[config.mk]
export PLATFORM = sky130hd
export DESIGN_NAME = snd_dma_addr
export DESIGN_NICKNAME = d
export VERILOG_FILES = /design/src/rtl/snd_pkg.sv /design/src/rtl/snd_addr_reg.sv /design/src/rtl/snd_dma_addr.sv
export SDC_FILE = /design/constraint.sdc
export NUM_CORES = 1
export LEC_CHECK = 0
export BUFFER_PORTS_ARGS = -buffer_cell sky130_fd_sc_hd__buf_2
export CAP_MARGIN = 20
export CORE_UTILIZATION = 55
export DETAILED_ROUTE_END_ITERATION = 8
export GPL_ROUTABILITY_DRIVEN = 0
export PLACE_DENSITY = 0.78
export SYNTH_ARGS = -nofsm -noshare
export SYNTH_HDL_FRONTEND = slang
export SYNTH_SLANG_ARGS = --single-unit
[constraint.sdc]
create_clock -name clk_i -period 5.3 [get_ports clk_i]
set_input_delay 1.59 -clock clk_i [delete_from_list [all_inputs] [get_ports clk_i]]
set_output_delay 1.59 -clock clk_i [all_outputs]
set_load 0.02 [all_outputs]
[src/rtl/snd_pkg.sv]
// Shared definitions for the sound DMA address stage: register map, ctrl bits,
// word-address type and the hi/mid/lo byte packing used for register reads.
package snd_pkg;

  localparam int unsigned SND_AW = 21;

  typedef logic [SND_AW-1:0] snd_addr_t;

  localparam logic [3:0] SND_CTRL    = 4'd0;
  localparam logic [3:0] SND_START_H = 4'd1;
  localparam logic [3:0] SND_START_M = 4'd2;
  localparam logic [3:0] SND_START_L = 4'd3;
  localparam logic [3:0] SND_CNT_H   = 4'd4;
  localparam logic [3:0] SND_CNT_M   = 4'd5;
  localparam logic [3:0] SND_CNT_L   = 4'd6;
  localparam logic [3:0] SND_END_H   = 4'd7;
  localparam logic [3:0] SND_END_M   = 4'd8;
  localparam logic [3:0] SND_END_L   = 4'd9;

  localparam int unsigned CTRL_PLAY = 0;
  localparam int unsigned CTRL_REP  = 1;

  // Word address bit n holds bus address bit n+1: hi = addr[21:16], mid = addr[15:8],
  // lo = addr[7:1] presented in byte bits 7:1.
  function automatic logic [7:0] addr_byte(input snd_addr_t a, input logic [1:0] sel);
    logic [7:0] b;
    case (sel)
      2'd0:    b = {2'b00, a[20:15]};
      2'd1:    b = a[14:7];
      2'd2:    b = {a[6:0], 1'b0};
      default: b = 8'h00;
    endcase
    return b;
  endfunction

endpackage

[src/rtl/snd_addr_reg.sv]
// Byte-writable word-address register with hi/mid/lo packing and byte read mux.
// Priority: ld_i > byte writes > inc_i.
module snd_addr_reg
  import snd_pkg::*;
#(
  parameter int unsigned AW = SND_AW
) (
  input  logic          clk_i,
  input  logic          res_i,
  input  logic          ld_i,
  input  logic [AW-1:0] ld_val_i,
  input  logic [2:0]    wr_i,
  input  logic [7:0]    din_i,
  input  logic          inc_i,
  input  logic [1:0]    rd_sel_i,
  output logic [AW-1:0] q_o,
  output logic [7:0]    rd_o
);

  logic [AW-1:0] q_q, q_d;
  snd_addr_t     merged;

  always_comb begin
    merged = snd_addr_t'(q_q);
    if (wr_i[2]) merged[20:15] = din_i[5:0];
    if (wr_i[1]) merged[14:7]  = din_i;
    if (wr_i[0]) merged[6:0]   = din_i[7:1];
    q_d = q_q;
    if (ld_i) begin
      q_d = ld_val_i;
    end else if (|wr_i) begin
      q_d = AW'(merged);
    end else if (inc_i) begin
      q_d = q_q + AW'(1);
    end
  end

  always_ff @(posedge clk_i) begin
    if (res_i) begin
      q_q <= '0;
    end else begin
      q_q <= q_d;
    end
  end

  assign q_o  = q_q;
  assign rd_o = addr_byte(snd_addr_t'(q_q), rd_sel_i);

endmodule

[src/rtl/snd_dma_addr.sv]
// Sound DMA address stage: frame start/end shadows, play/repeat control and the
// word counter. Define SND_CNT_WRITE_EN to make counter indices 4/5/6 writable.
module snd_dma_addr
  import snd_pkg::*;
#(
  parameter int unsigned AW       = SND_AW,
  parameter logic [1:0]  RST_CTRL = 2'b00
) (
  input  logic          clk_i,
  input  logic          res_i,
  input  logic          cs_i,
  input  logic [3:0]    addr_i,
  input  logic          we_i,
  input  logic          re_i,
  input  logic [7:0]    din_i,
  output logic [7:0]    dout_o,
  input  logic          sload_i,
  input  logic          fend_i,
  output logic [AW-1:0] snd_o,
  output logic [AW-1:0] sft_o,
  output logic          sndon_o,
  output logic          sfrep_o,
  output logic          fstart_o
);

  logic          wr_en, rd_en, ctrl_wr;
  logic [2:0]    start_wr, end_wr;
  logic [1:0]    start_sel, cnt_sel, end_sel;
  logic          play_q, play_d, rep_q, rep_d, fstart_q;
  logic          frame_ld, cnt_inc;
  logic [AW-1:0] start_q, end_q, snd_q, sft_q;
  logic [7:0]    start_rd, end_rd, cnt_rd, dout_q, dout_d;

  assign wr_en     = cs_i & we_i;
  assign rd_en     = cs_i & re_i;
  assign ctrl_wr   = wr_en && (addr_i == SND_CTRL);
  assign start_wr  = {wr_en && (addr_i == SND_START_H), wr_en && (addr_i == SND_START_M),
                      wr_en && (addr_i == SND_START_L)};
  assign end_wr    = {wr_en && (addr_i == SND_END_H), wr_en && (addr_i == SND_END_M),
                      wr_en && (addr_i == SND_END_L)};
  assign start_sel = 2'(addr_i - SND_START_H);
  assign cnt_sel   = 2'(addr_i - SND_CNT_H);
  assign end_sel   = 2'(addr_i - SND_END_H);

  always_comb begin
    frame_ld = (ctrl_wr && din_i[CTRL_PLAY] && !play_q) || (fend_i && play_q && rep_q);
    // A word fetch coinciding with frame end is dropped whether or not we repeat.
    cnt_inc  = sload_i && play_q && !fend_i;
    play_d   = play_q;
    rep_d    = rep_q;
    if (fend_i && play_q && !rep_q) play_d = 1'b0;
    if (ctrl_wr) begin
      play_d = din_i[CTRL_PLAY];
      rep_d  = din_i[CTRL_REP];
    end
  end

  snd_addr_reg #(.AW(AW)) u_start (
    .clk_i    (clk_i),
    .res_i    (res_i),
    .ld_i     (1'b0),
    .ld_val_i ('0),
    .wr_i     (start_wr),
    .din_i    (din_i),
    .inc_i    (1'b0),
    .rd_sel_i (start_sel),
    .q_o      (start_q),
    .rd_o     (start_rd)
  );

  snd_addr_reg #(.AW(AW)) u_end (
    .clk_i    (clk_i),
    .res_i    (res_i),
    .ld_i     (1'b0),
    .ld_val_i ('0),
    .wr_i     (end_wr),
    .din_i    (din_i),
    .inc_i    (1'b0),
    .rd_sel_i (end_sel),
    .q_o      (end_q),
    .rd_o     (end_rd)
  );

`ifdef SND_CNT_WRITE_EN
  logic [2:0] cnt_wr;
  assign cnt_wr = {wr_en && (addr_i == SND_CNT_H), wr_en && (addr_i == SND_CNT_M),
                   wr_en && (addr_i == SND_CNT_L)};

  snd_addr_reg #(.AW(AW)) u_cnt (
    .clk_i    (clk_i),
    .res_i    (res_i),
    .ld_i     (frame_ld),
    .ld_val_i (start_q),
    .wr_i     (cnt_wr),
    .din_i    (din_i),
    .inc_i    (cnt_inc),
    .rd_sel_i (cnt_sel),
    .q_o      (snd_q),
    .rd_o     (cnt_rd)
  );
`else
  always_ff @(posedge clk_i) begin
    if (res_i) begin
      snd_q <= '0;
    end else if (frame_ld) begin
      snd_q <= start_q;
    end else if (cnt_inc) begin
      snd_q <= snd_q + AW'(1);
    end
  end

  assign cnt_rd = addr_byte(snd_addr_t'(snd_q), cnt_sel);
`endif

  always_comb begin
    dout_d = dout_q;
    if (rd_en) begin
      case (addr_i)
        SND_CTRL:                         dout_d = {6'b000000, rep_q, play_q};
        SND_START_H, SND_START_M, SND_START_L: dout_d = start_rd;
        SND_CNT_H, SND_CNT_M, SND_CNT_L:  dout_d = cnt_rd;
        SND_END_H, SND_END_M, SND_END_L:  dout_d = end_rd;
        default:                          dout_d = 8'h00;
      endcase
    end
  end

  always_ff @(posedge clk_i) begin
    if (res_i) begin
      {rep_q, play_q} <= RST_CTRL;
      fstart_q        <= 1'b0;
      sft_q           <= '0;
      dout_q          <= 8'h00;
    end else begin
      play_q   <= play_d;
      rep_q    <= rep_d;
      fstart_q <= frame_ld;
      dout_q   <= dout_d;
      if (frame_ld) sft_q <= end_q;
    end
  end

  assign snd_o    = snd_q;
  assign sft_o    = sft_q;
  assign sndon_o  = play_q;
  assign sfrep_o  = rep_q;
  assign fstart_o = fstart_q;
  assign dout_o   = dout_q;

endmodule

==> implementation parameters <==
Parameter                              Value

Run status
  Run status    complete, no violations

Synth
  Avg Inst Size Synth    8.16 µm²
  Post-synth EDFFs    0
  Share of async-settable or async-resettable flops after synthesis    0%
  Post-synthesis sequential element count    95
  Unique cell type count in the Yosys netlist    45
  Yosys synthesis warning count    0
  Main flop type after synthesis    dfxtp_1
  Synth Net Count    569
  Sequential share of the synthesized area    42.5%
  Total standard cell area after synthesis    4480 µm²
  Number of instances in the synthesized netlist    549

CTS
  Clk sink count    95
  Clock input transition at the sequential cells of the worst setup and hold paths    100 ps
  TritonCTS clock tree    built
  Latest clock arrival within the worst-skew pair    380 ps
  Max H-tree Level    3
  Hold buffer count at cts    0
  TritonCTS buffer count    9
  Clock root buffer    clkbuf_8
  Max Root-Sink Buffers    2
  Post-cts gate resize count    0
  Setup bufs post-CTS    0

Timing
  Clock skew    7.80 ps
  Transition time of the tightest slew-check pin    986 ps
  Maximum clock frequency    293 MHz
  Time the final worst path needs with I/O delays and setup    3420 ps
  Share of the cycle needed by the critical path after routing    64.4%
  Final max-slew violation count    0
  Unrepaired setup endpoints after global routing    false
  Post-route worst hold slack    453 ps
  Final-layout setup total negative slack    0 ps
  Setup violations, final    0
  Final count of hold timing violations    0
  Max_slew headroom    34.3%

Routing
  Violation count after the first detailed-routing iteration    345
  Via count    4380
  Wire length reported by the detailed router    12400 µm
  Detail-routed net length per standard cell    17.6 µm
  DRC    0
  First-pass DRT Iterations    5
  Uppermost routed layer    met4
  Final antenna-violating net count    0
  M1 wire length    5430 µm
  Met2 layer wire length in the routed design    5510 µm
  Met3 routed WL    1090 µm
  Drt via density    6.20

Floorplanning
  Placeable core region    7810 µm²
  Number of I/O pins    72
  Chip width    92.2 µm
  Initial core utilization    57.4%
  Die outline area    8510 µm²
  Chip Height    92.2 µm
  Cell row count    32

Min path
  Class of the worst hold path    flip-flop to flip-flop

Power
  Cell leakage power    1.81 nW
  Peak VDD IR    144 µV
  Power per standard cell area    250 nW/µm²

Setup path
  CP Launch Type    primary input
  CP required    5610 ps
  Data arrival time of the critical path    3720 ps
  Max Fanout on Critical Path    34
  Type of the worst setup path    primary input to flip-flop
  Nature of the critical path endpoint    flip-flop

Final layout
  Leading cell types in the layout, fill and taps excluded    dfxtp_1, nand2_1, buf_2
  Layout filler cell count    659
  Area overhead of the layout relative to synthesis    12.7%
  Fraction of layout cells with a size suffix above 1    19.3%
  Net count of the finished layout    620
  FF+latch area    1900 µm²
  Share of the core filled with cells    64.7%
  Most frequent standard cell in the layout excluding fill and tap cells    dfxtp_1
  Area of the multi-input gates    2400 µm²
  Diode count    0

Placement
  Port Buffers    71
  Post-DP HPWL    8740 µm

GRT
  Wire length of the first global-routing pass    19900 µm
  Global Route Usage Sum    30.4%
  Via count of the first global-routing pass    3988
  Pin count of the biggest net entering global routing    63
  Number of antenna violations at the first check in global routing    0
  Global route overflow    0

Flow run
  Maximum capacitance violations    0
metal layers:
| metal | vias to the layer above | track usage [%] |
|---|---|---|
| met4 | 0 | 13.9 |
| li1 | 2060 | - |
| met3 | 35 | 7.63 |
| met5 | - | 0 |
| met1 | 2078 | 40.8 |
| met2 | 207 | 45.7 |
stage by stage:
step	cell area, µm²	power, mW	setup WS, ps	std cells
3_3_place_gp	4840	0.805	1640	690
6_report	5050	1.26	1880	707
2_1_floorplan	4480	0.782	2260	549
5_1_grt	5050	1.30	1710	707
3_5_place_dp	4840	0.806	1540	690
4_1_cts	5030	1.26	1930	706
where the power goes:
part           internal, mW  switching, mW
clock                 0.191          0.280
sequential            0.716        0.00285
combinational        0.0213         0.0523
total                 0.929          0.335
state kept, by name, summed over array words and instances (netlist names):
register / flops
u_start.q_o: 21
u_end.q_o: 21
sfrep_o: 1
sft_o: 21
fstart_o: 1
sndon_o: 1
snd_o: 21
dout_o: 8
synth_stat cells, types with 4 or more instances:
master | instances | area share [%]
nor3_2 | 4 | 0.89
nor2_1 | 58 | 4.9
nor3_1 | 7 | 0.78
o21ai_0 | 18 | 2.0
nor4_1 | 4 | 0.56
clkbuf_1 | 22 | 1.8
or2_2 | 4 | 0.56
mux2_2 | 4 | 1.0
nand4_1 | 9 | 1.3
a22oi_1 | 8 | 1.3
a31oi_1 | 12 | 1.7
dfxtp_1 | 95 | 42
a21oi_1 | 64 | 7.2
mux2i_1 | 44 | 9.8
nor2b_1 | 5 | 0.70
nand3_1 | 40 | 4.5
buf_2 | 13 | 1.5
nand2_1 | 88 | 7.4
or3_1 | 4 | 0.56
critical path, stage by stage:
cell	delay (ps)
buf_2	580
nor2b_1	740
a221oi_1	200
o32ai_1	340
nor2_1	80
nor3_1	180
area by class of cell:
type	count	area share, %
inverter	2	0.149
timing repair buffer	78	8.33
clock inverter	6	1.02
clock buffer	10	2.73
sequential	95	37.7
tap	102	2.53
multi-input combinational	414	47.6
final timing paths:
kind | start | endpoint | slack (ps) | cells after the start
max | addr_i[0] | dout_o[5]$_SDFFE_PP0P_ | 1880 | 6
min | sft_o[6]$_SDFFE_PP0P_ | sft_o[6]$_SDFFE_PP0P_ | 450 | 2
max reg2reg | sndon_o$_SDFFE_PP0P_ | sft_o[7]$_SDFFE_PP0P_ | 3160 | 5
min reg2reg | sft_o[6]$_SDFFE_PP0P_ | sft_o[6]$_SDFFE_PP0P_ | 450 | 2
logic make-up (layout without fill, tap and decap cells):
family                     Yosys count  in the layout  synth area share, %
AOI/OAI and AO/OA                  124            124                 16.8
xor gates and xnor gates             2              2                0.391
adders and majority gates            1              1                0.279
buffers and inverters               40             96                 3.88
DFF                                 95             95                 42.5
muxes                               50             50                 11.8
and+or+nand+nor                    237            237                 24.4
Note: power is estimated with default switching activity, not from simulation.
